<file path="src/rtl/puf_ro_compare_unit.sv">
// RO-pair PUF: picks one ring oscillator per bank, counts synchronised edges, resolves one response bit.
// Window mode finishes 1+SETTLE_CYC+WINDOW cycles after start; race mode finishes the cycle after a threshold hit.
module puf_ro_compare_unit #(
    parameter int N_RO       = 16,
    parameter int SEL_W      = $clog2(N_RO),
    parameter int CNT_W      = 22,
    parameter int WINDOW     = 4096,
    parameter int SETTLE_CYC = 16
) (
    input  logic               clock,
    input  logic               reset,
    input  logic               start,
    input  logic               mode,
    input  logic [2*SEL_W-1:0] challenge,
    input  logic [CNT_W-1:0]   threshold,
    input  logic [2*N_RO-1:0]  ro_in,
    output logic [2*N_RO-1:0]  ro_enable,
    output logic               busy,
    output logic               done,
    output logic               response,
    output logic               tie,
    output logic               timeout,
    output logic [CNT_W-1:0]   cnt_a,
    output logic [CNT_W-1:0]   cnt_b
);
    localparam int TMR_W = $clog2((WINDOW > SETTLE_CYC) ? WINDOW : SETTLE_CYC) + 1;

    typedef enum logic [1:0] {S_IDLE, S_SETTLE, S_COUNT, S_DONE} state_t;

    state_t             state, state_nxt;
    logic [TMR_W-1:0]   tmr;
    logic               mode_q;
    logic [SEL_W-1:0]   sel_a, sel_b;
    logic [CNT_W-1:0]   thr_q;
    logic [1:0]         sync_a, sync_b;
    logic               prev_a, prev_b;
    logic [CNT_W-1:0]   ca, cb, ca_nxt, cb_nxt;
    logic [N_RO-1:0]    ro_a, ro_b, en_a, en_b;
    logic               edge_a, edge_b, inc_a, inc_b;
    logic               hit_a, hit_b, win_end, cnt_end;

    assign ro_a = ro_in[N_RO-1:0];
    assign ro_b = ro_in[2*N_RO-1:N_RO];

    assign edge_a = sync_a[1] & ~prev_a;
    assign edge_b = sync_b[1] & ~prev_b;
    assign inc_a  = (state == S_COUNT) && edge_a && (ca != '1);
    assign inc_b  = (state == S_COUNT) && edge_b && (cb != '1);
    assign ca_nxt = ca + CNT_W'(inc_a);
    assign cb_nxt = cb + CNT_W'(inc_b);

    // Race hits use the registered counts, so the exit lands one cycle after the threshold is reached.
    assign hit_a   = (ca >= thr_q);
    assign hit_b   = (cb >= thr_q);
    assign win_end = (tmr == TMR_W'(WINDOW - 1));
    assign cnt_end = (state == S_COUNT) && (state_nxt == S_DONE);

    assign busy = (state != S_IDLE);
    assign done = (state == S_DONE);

    always_comb begin
        state_nxt = state;
        case (state)
            S_IDLE:   if (start) state_nxt = S_SETTLE;
            S_SETTLE: if (tmr == TMR_W'(SETTLE_CYC - 1)) state_nxt = S_COUNT;
            S_COUNT:  if (win_end || (!mode_q && (hit_a || hit_b))) state_nxt = S_DONE;
            S_DONE:   state_nxt = S_IDLE;
            default:  state_nxt = S_IDLE;
        endcase
    end

    always_comb begin
        en_a = '0;
        en_b = '0;
        if (state == S_SETTLE || state == S_COUNT) begin
            en_a[sel_a] = 1'b1;
            en_b[sel_b] = 1'b1;
        end
        ro_enable = {en_b, en_a};
    end

    always_ff @(posedge clock or posedge reset) begin
        if (reset) begin
            state    <= S_IDLE;
            tmr      <= '0;
            mode_q   <= 1'b0;
            sel_a    <= '0;
            sel_b    <= '0;
            thr_q    <= '0;
            sync_a   <= '0;
            sync_b   <= '0;
            prev_a   <= 1'b0;
            prev_b   <= 1'b0;
            ca       <= '0;
            cb       <= '0;
            response <= 1'b0;
            tie      <= 1'b0;
            timeout  <= 1'b0;
            cnt_a    <= '0;
            cnt_b    <= '0;
        end else begin
            state  <= state_nxt;
            sync_a <= {sync_a[0], ro_a[sel_a]};
            sync_b <= {sync_b[0], ro_b[sel_b]};
            prev_a <= sync_a[1];
            prev_b <= sync_b[1];

            if (state == S_IDLE || state_nxt != state) tmr <= '0;
            else                                      tmr <= tmr + TMR_W'(1);

            if (state == S_IDLE && start) begin
                mode_q  <= mode;
                sel_a   <= challenge[SEL_W-1:0];
                sel_b   <= challenge[2*SEL_W-1:SEL_W];
                thr_q   <= (threshold == '0) ? CNT_W'(1) : threshold;
                ca      <= '0;
                cb      <= '0;
                tie     <= 1'b0;
                timeout <= 1'b0;
            end else begin
                ca <= ca_nxt;
                cb <= cb_nxt;
            end

            // Final counts include any edge landing in the last COUNT cycle.
            if (cnt_end) begin
                cnt_a <= ca_nxt;
                cnt_b <= cb_nxt;
                if (mode_q) begin
                    response <= (ca_nxt > cb_nxt);
                    tie      <= (ca_nxt == cb_nxt);
                    timeout  <= 1'b0;
                end else if (hit_a && hit_b) begin
                    response <= 1'b0;
                    tie      <= 1'b1;
                    timeout  <= 1'b0;
                end else if (hit_a || hit_b) begin
                    response <= hit_a;
                    tie      <= 1'b0;
                    timeout  <= 1'b0;
                end else begin
                    response <= 1'b0;
                    tie      <= 1'b0;
                    timeout  <= 1'b1;
                end
            end
        end
    end
endmodule

</file>
<file path="config.mk">
export PLATFORM = sky130hd
export DESIGN_NAME = puf_ro_compare_unit
export DESIGN_NICKNAME = d
export VERILOG_FILES = /design/src/rtl/puf_ro_compare_unit.sv
export SDC_FILE = /design/constraint.sdc
export NUM_CORES = 1
export LEC_CHECK = 0
export ABC_CLOCK_PERIOD_IN_PS = 5100
export CORE_MARGIN = 5
export CORE_UTILIZATION = 48
export CTS_BUF_LIST = sky130_fd_sc_hd__clkbuf_4 sky130_fd_sc_hd__clkbuf_8 sky130_fd_sc_hd__clkbuf_16
export DETAILED_ROUTE_END_ITERATION = 12
export GPL_ROUTABILITY_DRIVEN = 0
export GPL_TIMING_DRIVEN = 0
export PLACE_DENSITY = 0.77
export SYNTH_ARGS = -nofsm -noshare
export SYNTH_HDL_FRONTEND = slang
export SYNTH_SLANG_ARGS = --single-unit
</file>
<file path="constraint.sdc">
create_clock -name clock -period 5.1 [get_ports clock]
set_input_delay 1.02 -clock clock [delete_from_list [all_inputs] [get_ports clock]]
set_output_delay 1.02 -clock clock [all_outputs]
set_load 0.05 [all_outputs]
</file>
==> impl_metrics.py <==
metrics = {
    "status": {
        "status": "completed",
    },
    "finish": {
        "instances_no_fill": 1233,
        "antenna_cells": 0,
        "layout.nets": 1142,
        "synthToLayoutAreaGrowth_pct": 29.1,
        "drive_gt1_share_pct": 8.29,
        "post-route-util_pct": 63.5,
    },
    "clock_network": {
        "cts-root-buf": "clkbuf_16",
        "path_clk_slew_ns": 0.06,
        "worstSkewPairLatency_ns": 0.43,
        "numCtsBuffers": 17,
        "ctsHoldBuffers": 0,
        "clock-sinks": 143,
        "cts_max_path_buffers": 2,
        "tritoncts": "built",
        "cts.htree.levels": 4,
    },
    "die": {
        "ios": 147,
        "core_mm2": 0.0166,
        "die_area_mm2": 0.0198,
        "row_count": 47,
        "start_util_pct": 49.2,
        "fp.dieW_um": 141,
        "die_h_um": 141,
    },
    "worst_setup_path": {
        "setup.worst_path.class": "flip-flop to flip-flop",
        "slowest_delay_ns": 0.46,
        "reg2reg_slack_ns": 0.33,
        "rr_endpoint": "response$_DFFE_PP0P_",
        "arrival_ns": 5.08,
        "crit_slowest_cell": "or3_1",
        "critPathCaptureType": "flip-flop",
        "setup.worst_path.start_class": "flip-flop",
        "cp_max_fo": 5,
        "critical_path.cell_chain": "nand3_1, nor2_1, and3_1, nand3_1, nor2_1, a211oi_1, ha_1, ha_1, nand3_2, or3_1, clkbuf_1, nand2b_1, xnor2_1, ha_1, nand4_1, a21oi_1, a211oi_1, nor2_1, a211oi_1, o32ai_1, mux2_2",
        "worstPathRequired_ns": 5.41,
        "r2r-start": "ca[13]$_DFF_PP0_",
        "r2r_cells": 21,
    },
    "synthesis": {
        "synth-edff-count": 0,
        "syn_area_per_cell_um2": 9.81,
        "synth_area_leaders": "dfrtp_1, ha_1, nand2_1, nor2_1, xnor2_1",
        "ys_ff_latch": 143,
        "syn_area_mm2": 0.00818,
        "syn_inst": 834,
        "yosysWarningCount": 0,
        "yosys.area.top_type": "dfrtp_1",
        "netlist.area_leader.share_pct": 43.7,
        "syn-num-nets": 976,
        "ys_async_sr_fraction_pct": 100,
        "synthFlopType": "dfrtp_1",
        "yosys.cell_types.count": 53,
        "ys_seq_area_share_pct": 43.7,
    },
    "routing": {
        "wl_per_cell_um": 17.3,
        "wirelength_um": 21300,
        "drtPass1Iterations": 5,
        "drc": 0,
        "via_per_inst": 5.46,
        "num_vias": 6729,
        "ant_nets": 0,
        "drt_iter0_drc": 305,
    },
    "timing": {
        "relSlewSlack_pct": 46.1,
        "tightest_slew_ns": 0.801,
        "timing.final.crit_share_pct": 93.5,
        "max_freq_mhz": 210,
        "skew_ns": 0.00677,
        "setup_tns_ns": 0,
        "drv_slew": 0,
        "final-setup-viol-count": 0,
        "rsz0062_at_grt": "no",
        "final-hold-violation-count": 0,
        "min_period_ns": 4.77,
    },
    "global_route": {
        "grt_start_max_net_pins": 86,
        "grt_use_met1_pct": 27.5,
        "antenna_found_initial": 0,
        "grt_usage_pct": 22.3,
        "first_global_vias": 7055,
        "grtUsageMet3_pct": 7.48,
        "grt-busiest-layer": "met2",
        "grt_first_pass_wirelength_um": 35100,
        "grtUsageMet2_pct": 36.3,
        "grt_overflow": 0,
    },
    "place": {
        "placed_cells": 1201,
        "port_buffers": 146,
        "hpwl_um": 16200,
    },
    "pwr": {
        "vdd_ir_drop_max_mv": 0.284,
        "leakage_nw": 5.11,
        "finalPower_w": 0.00392,
        "p_per_area_mw_per_mm2": 371,
    },
    "min_path": {
        "hold_depth": 0,
        "holdPathEnd": "sync_b[1]$_DFF_PP0_",
        "min_from": "sync_b[0]$_DFF_PP0_",
        "hold_class": "flip-flop to flip-flop",
    },
    "run": {
        "cap_violations": 0,
    },
}
-- area by class of cell --
cell class / count / area (um2)
fill: 1393 / 6070
multi-input combinational: 609 / 4260
sequential: 143 / 3580
timing repair buffer: 147 / 1490
clock buffer: 18 / 439
tap: 220 / 275
inverter: 56 / 215
clock inverter: 14 / 165
buffer: 26 / 141
-- cell families (layout without fill, tap and decap cells) --
group                    count (synthesis)  in the layout  share of synthesized area, %
AND/OR/NAND/NOR                        333            333                          18.8
XOR/XNOR                                52             52                          5.56
buffers and inverters                   82            261                          4.30
AO/OA/AOI/OAI                           90             90                          6.67
flip-flops                             143            143                          43.7
multiplexers                            58             58                          9.31
adder cells (fa/ha/maj)                 76             76                          11.6
-- worst max-delay path by stage --
stage	startpoint	to	depth (start not counted)
after floorplan	reset	ca[0]$_DFF_PP0_	1
after detailed placement	state[0]$_DFF_PP0_	response$_DFFE_PP0P_	19
after global routing	ca[13]$_DFF_PP0_	response$_DFFE_PP0P_	20
final	ca[13]$_DFF_PP0_	response$_DFFE_PP0P_	21
after global placement	reset	cnt_b[14]$_DFFE_PP0P_	2
after CTS	state[0]$_DFF_PP0_	response$_DFFE_PP0P_	19
-- worst max-delay path: cells and delay by family (launching register included) --
kind,cells,cell delay [ns]
compound gates,5,0.99
xor+xnor,1,0.27
fa+ha+maj,3,0.78
buf+inv,1,0.19
flops,1,0.44
mux,1,0.27
simple gates,10,1.73
-- metrics by stage --
| stage | hold slack, ns | worst slack (ns) | cell area, um2 |
|---|---|---|---|
| floorplan | 0.331 | 0.242 | 8180 |
| global placement | 0.335 | -1.76 | 9920 |
| detailed placement | 0.339 | 0.232 | 9950 |
| CTS | 0.353 | 0.181 | 10600 |
| global route | 0.361 | 0.0621 | 10600 |
| finish | 0.350 | 0.330 | 10600 |
-- cell usage in the layout (no fill, tap or decap), types with 23 or more instances in the layout --
master,count
a21oi_1,28
and2_1,23
clkdlybuf4s50_1,146
dfrtp_1,143
ha_1,75
inv_1,55
mux2i_1,24
nand2_1,110
nand4_1,25
nor2_1,92
o21ai_0,28
xnor2_1,28
xor2_1,24
-- layer usage --
layer	vias up	part of all wire, %
met1	3237	42
met5	-	0
li1	3184	-
met4	0	2.8
met2	260	47
met3	48	8.8
-- timing repair --
item / 4_1_cts / 5_1_grt
gates resized for setup: 0 / 3
setup endpoints to repair: 0 / 1
buffers inserted: 0 / 0
-- cells in the mapped netlist, types with 23 or more instances --
cell and n:
dfrtp_1 143, nand2_1 110, nor2_1 93, ha_1 76, inv_1 56, a21oi_1 28, o21ai_0 28, xnor2_1 28
nand4_1 25, mux2i_1 24, xor2_1 24, and2_1 23, nand3_1 23
-- sequential cells by signal, indices dropped and copies added, names as in the netlist --
signal / count
cnt_a: 22
mode_q: 1
thr_q: 22
timeout: 1
cnt_b: 22
sync_b: 2
sel_a: 4
sync_a: 2
response: 1
tie: 1
ca: 22
state: 2
sel_b: 4
prev_b: 1
cb: 22
prev_a: 1
tmr: 13
-- where the power goes --
part           switching [W]  leakage, nW  internal [W]
logic               0.000807         3.00      0.000460
clock network       0.000499        0.296      0.000781
registers          0.0000806         1.82       0.00129
total                0.00139         5.11       0.00253
Power figures use the tool's default switching activity.
